### config.mk
export PLATFORM = sky130hd
export DESIGN_NAME = softmax_normalize
export DESIGN_NICKNAME = d
export VERILOG_FILES = /design/src/rtl/softmax_pkg.sv /design/src/rtl/softmax_norm_mul.sv /design/src/rtl/softmax_normalize.sv
export SDC_FILE = /design/constraint.sdc
export NUM_CORES = 2
export LEC_CHECK = 0
export ABC_AREA = 1
export ABC_CLOCK_PERIOD_IN_PS = 16800
export CAP_MARGIN = 5
export CELL_PAD_IN_SITES_DETAIL_PLACEMENT = 0
export CELL_PAD_IN_SITES_GLOBAL_PLACEMENT = 1
export CORE_UTILIZATION = 55
export DETAILED_ROUTE_END_ITERATION = 10
export GPL_ROUTABILITY_DRIVEN = 0
export PLACE_DENSITY = 0.86
export SLEW_MARGIN = 20
export SYNTH_ARGS = -nofsm -noshare
export SYNTH_HDL_FRONTEND = slang
export SYNTH_SLANG_ARGS = --single-unit
### constraint.sdc
create_clock -name i_clk -period 16.8 [get_ports i_clk]
set_input_delay 5.04 -clock i_clk [delete_from_list [all_inputs] [get_ports i_clk]]
set_output_delay 5.04 -clock i_clk [all_outputs]
set_load 0.03 [all_outputs]
### src/rtl/softmax_pkg.sv
// Shared formats, FSM encoding and rounding constant for the softmax
// accumulate-and-normalize stage.
package softmax_pkg;

  // Fixed-point formats: exponentials and sums are Q6.26, reciprocal and
  // probabilities are Q0.16.
  localparam int Q6_26_FRAC = 26;
  localparam int Q0_16_FRAC = 16;
  localparam int unsigned ONE_Q6_26 = 32'h0400_0000;

  // Half an LSB of the final Q0.16 result, expressed in the Q6.42 product.
  // Adding it before the shift gives round-half-up.
  localparam int unsigned ROUND_Q6_26 = ONE_Q6_26 >> 1;

  typedef enum logic [1:0] {
    S_ACCUM = 2'd0,
    S_WAIT  = 2'd1,
    S_NORM  = 2'd2
  } state_t;

endpackage

### src/rtl/softmax_norm_mul.sv
// Combinational Q6.26 x Q0.16 multiply, round-half-up and saturate to
// Q0.16. Kept separate so it can be shared or pipelined later.
module softmax_norm_mul
  import softmax_pkg::*;
#(
  parameter int IN_WIDTH  = 32,
  parameter int BIT_WIDTH = 16
) (
  input  logic [IN_WIDTH-1:0]  exp_val,
  input  logic [BIT_WIDTH-1:0] recip,
  output logic [BIT_WIDTH-1:0] prob
);

  localparam int PROD_W    = IN_WIDTH + BIT_WIDTH;
  localparam int PW1       = PROD_W + 1;
  // Product is Q6.42; drop down to Q0.16 by discarding 42-16 fraction bits.
  localparam int PROD_FRAC = Q6_26_FRAC + Q0_16_FRAC;
  localparam int SHIFT     = PROD_FRAC - Q0_16_FRAC;

  logic [PROD_W-1:0] prod;
  logic [PW1-1:0]    prod_rnd;
  logic [PW1-1:0]    shifted;
  logic [PW1-1:0]    max_prob;

  // Multiply, add half an output LSB, shift, then clamp to the Q0.16 range.
  always_comb begin
    prod     = PROD_W'(exp_val) * PROD_W'(recip);
    prod_rnd = {1'b0, prod} + PW1'(ROUND_Q6_26);
    shifted  = prod_rnd >> SHIFT;
    max_prob = PW1'({BIT_WIDTH{1'b1}});
    if (shifted > max_prob) begin
      prob = '1;
    end else begin
      prob = shifted[BIT_WIDTH-1:0];
    end
  end

endmodule

### src/rtl/softmax_normalize.sv
// Softmax accumulate-and-normalize stage: buffers a vector of Q6.26
// exponentials while summing them, hands the sum to the reciprocal unit,
// then streams out exp * (1/sum) as Q0.16 probabilities.
//
// Handshake: an exp element transfers on a rising edge where
// i_exp_valid && o_exp_ready are both high; data is only sampled then and
// o_exp_ready does not depend on i_exp_valid. o_sum_valid, i_recip_valid
// and o_prob_valid are single-cycle qualifiers with no back-pressure: the
// receiver must take the value in the cycle its valid is high.
module softmax_normalize
  import softmax_pkg::*;
#(
  parameter int N_ELEM    = 32,
  parameter int IN_WIDTH  = 32,
  parameter int BIT_WIDTH = 16
) (
  input  logic                 i_clk,
  input  logic                 i_rst,
  input  logic                 i_exp_valid,
  input  logic [IN_WIDTH-1:0]  i_exp,
  output logic                 o_exp_ready,
  output logic                 o_sum_valid,
  output logic [IN_WIDTH-1:0]  o_sum,
  input  logic                 i_recip_valid,
  input  logic [BIT_WIDTH-1:0] i_recip,
  output logic                 o_prob_valid,
  output logic [BIT_WIDTH-1:0] o_prob,
  output logic                 o_prob_last,
  output logic                 o_busy,
  output logic [1:0]           o_state
);

  localparam int              CNT_W = $clog2(N_ELEM);
  localparam logic [CNT_W-1:0] LAST = CNT_W'(N_ELEM - 1);

  state_t               state;
  state_t               next_state;
  logic [IN_WIDTH-1:0]  acc;
  logic [IN_WIDTH:0]    acc_wide;
  logic [IN_WIDTH-1:0]  acc_sum;
  logic [CNT_W-1:0]     cnt;
  logic [CNT_W-1:0]     idx;
  logic [BIT_WIDTH-1:0] recip;
  logic [BIT_WIDTH-1:0] prob_next;
  logic [IN_WIDTH-1:0]  exp_buf [N_ELEM];
  logic                 accept;
  logic                 last_in;
  logic                 last_out;
  logic                 recip_take;

  assign accept   = i_exp_valid & o_exp_ready;
  assign last_in  = (cnt == LAST);
  assign last_out = (idx == LAST);
  assign o_state  = state;

  // State register.
  always_ff @(posedge i_clk or posedge i_rst) begin
    if (i_rst) begin
      state <= S_ACCUM;
    end else begin
      state <= next_state;
    end
  end

  // Next-state: fill the vector, wait for the reciprocal, emit N_ELEM results.
  always_comb begin
    next_state = state;
    case (state)
      S_ACCUM: if (accept && last_in) next_state = S_WAIT;
      S_WAIT:  if (i_recip_valid)     next_state = S_NORM;
      S_NORM:  if (last_out)          next_state = S_ACCUM;
      default:                        next_state = S_ACCUM;
    endcase
  end

  // FSM outputs; ready is forced low while reset is held.
  always_comb begin
    o_exp_ready = (state == S_ACCUM) && !i_rst;
    o_busy      = (state == S_WAIT) || (state == S_NORM);
    recip_take  = (state == S_WAIT) && i_recip_valid;
  end

  // Saturating running sum including the element currently offered.
  always_comb begin
    acc_wide = {1'b0, acc} + {1'b0, i_exp};
    acc_sum  = acc_wide[IN_WIDTH] ? '1 : acc_wide[IN_WIDTH-1:0];
  end

  // Element buffer: written on accepted handshakes only, no reset needed.
  always_ff @(posedge i_clk) begin
    if (accept) begin
      exp_buf[cnt] <= i_exp;
    end
  end

  softmax_norm_mul #(
    .IN_WIDTH  (IN_WIDTH),
    .BIT_WIDTH (BIT_WIDTH)
  ) u_mul (
    .exp_val (exp_buf[idx]),
    .recip   (recip),
    .prob    (prob_next)
  );

  // Accumulation, sum hand-off, reciprocal latch and registered probabilities.
  always_ff @(posedge i_clk or posedge i_rst) begin
    if (i_rst) begin
      acc          <= '0;
      cnt          <= '0;
      idx          <= '0;
      recip        <= '0;
      o_sum        <= '0;
      o_sum_valid  <= 1'b0;
      o_prob       <= '0;
      o_prob_valid <= 1'b0;
      o_prob_last  <= 1'b0;
    end else begin
      o_sum_valid  <= 1'b0;
      o_prob_valid <= 1'b0;
      o_prob_last  <= 1'b0;
      if (accept) begin
        if (last_in) begin
          o_sum       <= acc_sum;
          o_sum_valid <= 1'b1;
          acc         <= '0;
          cnt         <= '0;
        end else begin
          acc <= acc_sum;
          cnt <= cnt + 1'b1;
        end
      end
      if (recip_take) begin
        recip <= i_recip;
        idx   <= '0;
      end
      if (state == S_NORM) begin
        o_prob       <= prob_next;
        o_prob_valid <= 1'b1;
        o_prob_last  <= last_out;
        idx          <= idx + 1'b1;
      end
    end
  end

endmodule

==> flow_summary.json <==
{
  "cp.required_ns": 11.76,
  "final-hold-violation-count": 0,
  "dp_hpwl_um": 108500,
  "min_period_over_period": 0.6779,
  "cp.arrival_ns": 6.35,
  "drc_errors": 0,
  "synth.distinct_cells": 53,
  "fillerInstances": 9120,
  "final_util": 0.6114,
  "io_pins": 107,
  "clk_latency_ns": 0.73,
  "grt_util_all_layers": 0.3061,
  "cts_root_buffer": "clkbuf_16",
  "setup_tns_ns": 0,
  "grt_max_degree": 232,
  "drt_pre_antenna_iters": 6,
  "holdBufCountCts": 0,
  "cts_sinks": 1135,
  "overflow": 0,
  "io_buffers": 106,
  "cts_resized": 0,
  "nets": 6642,
  "async_flop_share": 0.09780,
  "ys_ff_latch": 1135,
  "first_global_vias": 44253,
  "wl_per_cell_um": 23.22,
  "drv_slew": 0,
  "drt_iter0_markers": 4765,
  "clockBufferDepth": 3,
  "yosysWarnings": 0,
  "maxCapViolCount": 0,
  "critPathKind": "in -> out",
  "fmax_mhz": 87.81,
  "cts_tree": "yes",
  "cts_made_buffers": 115,
  "startpoint_type": "input pin",
  "antenna_left": 0,
  "syn_nets": 6620,
  "start_util": 0.5570,
  "ff2ff_setup_slack_ns": 6.32,
  "cts_setup_buffers": 0,
  "diodes": 0,
  "synth_seq_area_share": 0.5329,
  "relSlewSlack": 0.2444,
  "final.setup_skew_ns": 0.04610,
  "wl_um": 175900,
  "areaGrowthSynthToFinish_pct": 9.768,
  "ys.flop_type": "edfxtp_1",
  "worst_pin_slew_ns": 1.130,
  "clkTransAtPathRegs_ns": 0.06,
  "dieArea_um2": 115800,
  "rows": 123,
  "fin_crit_ns": 11.39,
  "end_kind": "output pin",
  "status": "completed",
  "drive_above_1_share": 0.06288,
  "dieHeight_um": 340.2,
  "htree_levels": 3,
  "rsz0062_at_grt": "false",
  "viasPerCell": 5.923,
  "hold_path_class": "reg -> reg",
  "grt_pass1_wl_um": 265800,
  "coreArea_um2": 113000,
  "syn_inst": 5956,
  "critPathMaxFanout": 2,
  "vias": 44870,
  "die_w_um": 340.2,
  "synth.avg_cell_area_um2": 10.56,
  "synth_area_um2": 62920,
  "setup_viol": 0,
  "synth_edf_count": 1024,
  "antenna_found_initial": 1
}
layout make-up:
type	count	area, um^2	share of cell area
Clock buffer	152	3047	0.04411
Clock inverter	62	523.0	0.007573
Tap cell	1500	1877	0.02718
Inverter	739	2800	0.04055
Timing Repair Buffer	191	1659	0.02402
Sequential cell	1135	33540	0.4857
Multi-Input combinational cell	3796	25610	0.3709
worst paths after layout:
check	cells after the start	to	from
worst max-delay path	3	o_exp_ready	i_rst
worst min-delay path	2	o_sum[24]	o_sum[24]
worst max register to register	36	o_prob[15]	idx[0]
worst min register to register	2	o_sum[24]	o_sum[24]
max in group asynchronous	3	o_sum[21]	i_rst
min in group asynchronous	2	o_state[0]	i_rst
Yosys cell counts (59+ instances only):
| cell | instances | share of area |
|---|---|---|
| dfrtp_1 | 111 | 0.044 |
| clkbuf_1 | 207 | 0.012 |
| nand3_1 | 95 | 0.0076 |
| nand2_1 | 732 | 0.044 |
| a21oi_1 | 125 | 0.0099 |
| fa_1 | 419 | 0.13 |
| ha_1 | 193 | 0.038 |
| o21ai_0 | 666 | 0.053 |
| edfxtp_1 | 1024 | 0.49 |
| buf_2 | 59 | 0.0047 |
| inv_1 | 705 | 0.042 |
| o22ai_1 | 284 | 0.028 |
| nor2_1 | 1050 | 0.063 |
registers in the layout, indices dropped and copies added (netlist names):
name,flops
recip,16
o_prob,16
o_prob_valid,1
o_state,2
o_sum_valid,1
cnt,5
o_sum,32
acc,32
o_prob_last,1
exp_buf,1024
idx,5
worst max-delay path, stage by stage:
cell and delay (ns):
clkdlybuf4s50_1 0.46, nor2_1 0.16, clkdlybuf4s50_1 0.68
logic make-up (layout without fill, tap and decap cells):
logic type      after synthesis  after routing  synth area share
flops                      1135           1135            0.5329
simple gates               1989           1989            0.1262
xor+xnor                     17             17          0.002367
compound gates             1178           1178            0.1032
fa+ha+maj                   612            612            0.1717
buf+inv                    1025           1144           0.06370
through the flow:
step / worst slack (ns) / instances / cell area [um^2] / hold slack (ns)
after floorplan: 6.278 / 5956 / 62920 / 0.4529
after global placement: 5.374 / 7361 / 65560 / 0.4658
after detailed placement: 5.402 / 7361 / 65550 / 0.4645
after CTS: 5.402 / 7575 / 69120 / 0.4863
after global routing: 5.357 / 7575 / 69060 / 0.4999
final: 5.412 / 7575 / 69060 / 0.4818
cells in the final DEF (no fill, tap or decap), drive strengths merged, types with 3 or more instances in the layout:
cell / n
nand2: 745
o21ai: 686
o21a: 7
o221ai: 5
dfrtp: 111
nand4: 21
o21bai: 3
clkbuf: 152
nor3: 20
a21o: 9
xnor2: 9
nand3b: 3
a21boi: 4
clkinvlp: 4
bufinv: 5
a31oi: 14
edfxtp: 1024
fa: 419
nand3: 102
or2: 30
o22ai: 284
ha: 193
a22o: 11
inv: 738
xor2: 8
nor4: 9
clkinv: 54
buf: 103
o32ai: 18
nor2: 1057
a21oi: 126
clkdlybuf4s50: 88
metal layers:
metal  global-route usage  wire [um]
met5                    0          0
met4               0.1203       7409
met3              0.03882      15170
met2               0.5084      84370
met1               0.4125      68960
Power is not shown: default switching activity piles up to over one toggle a cycle in this logic, so the estimate is an artifact.
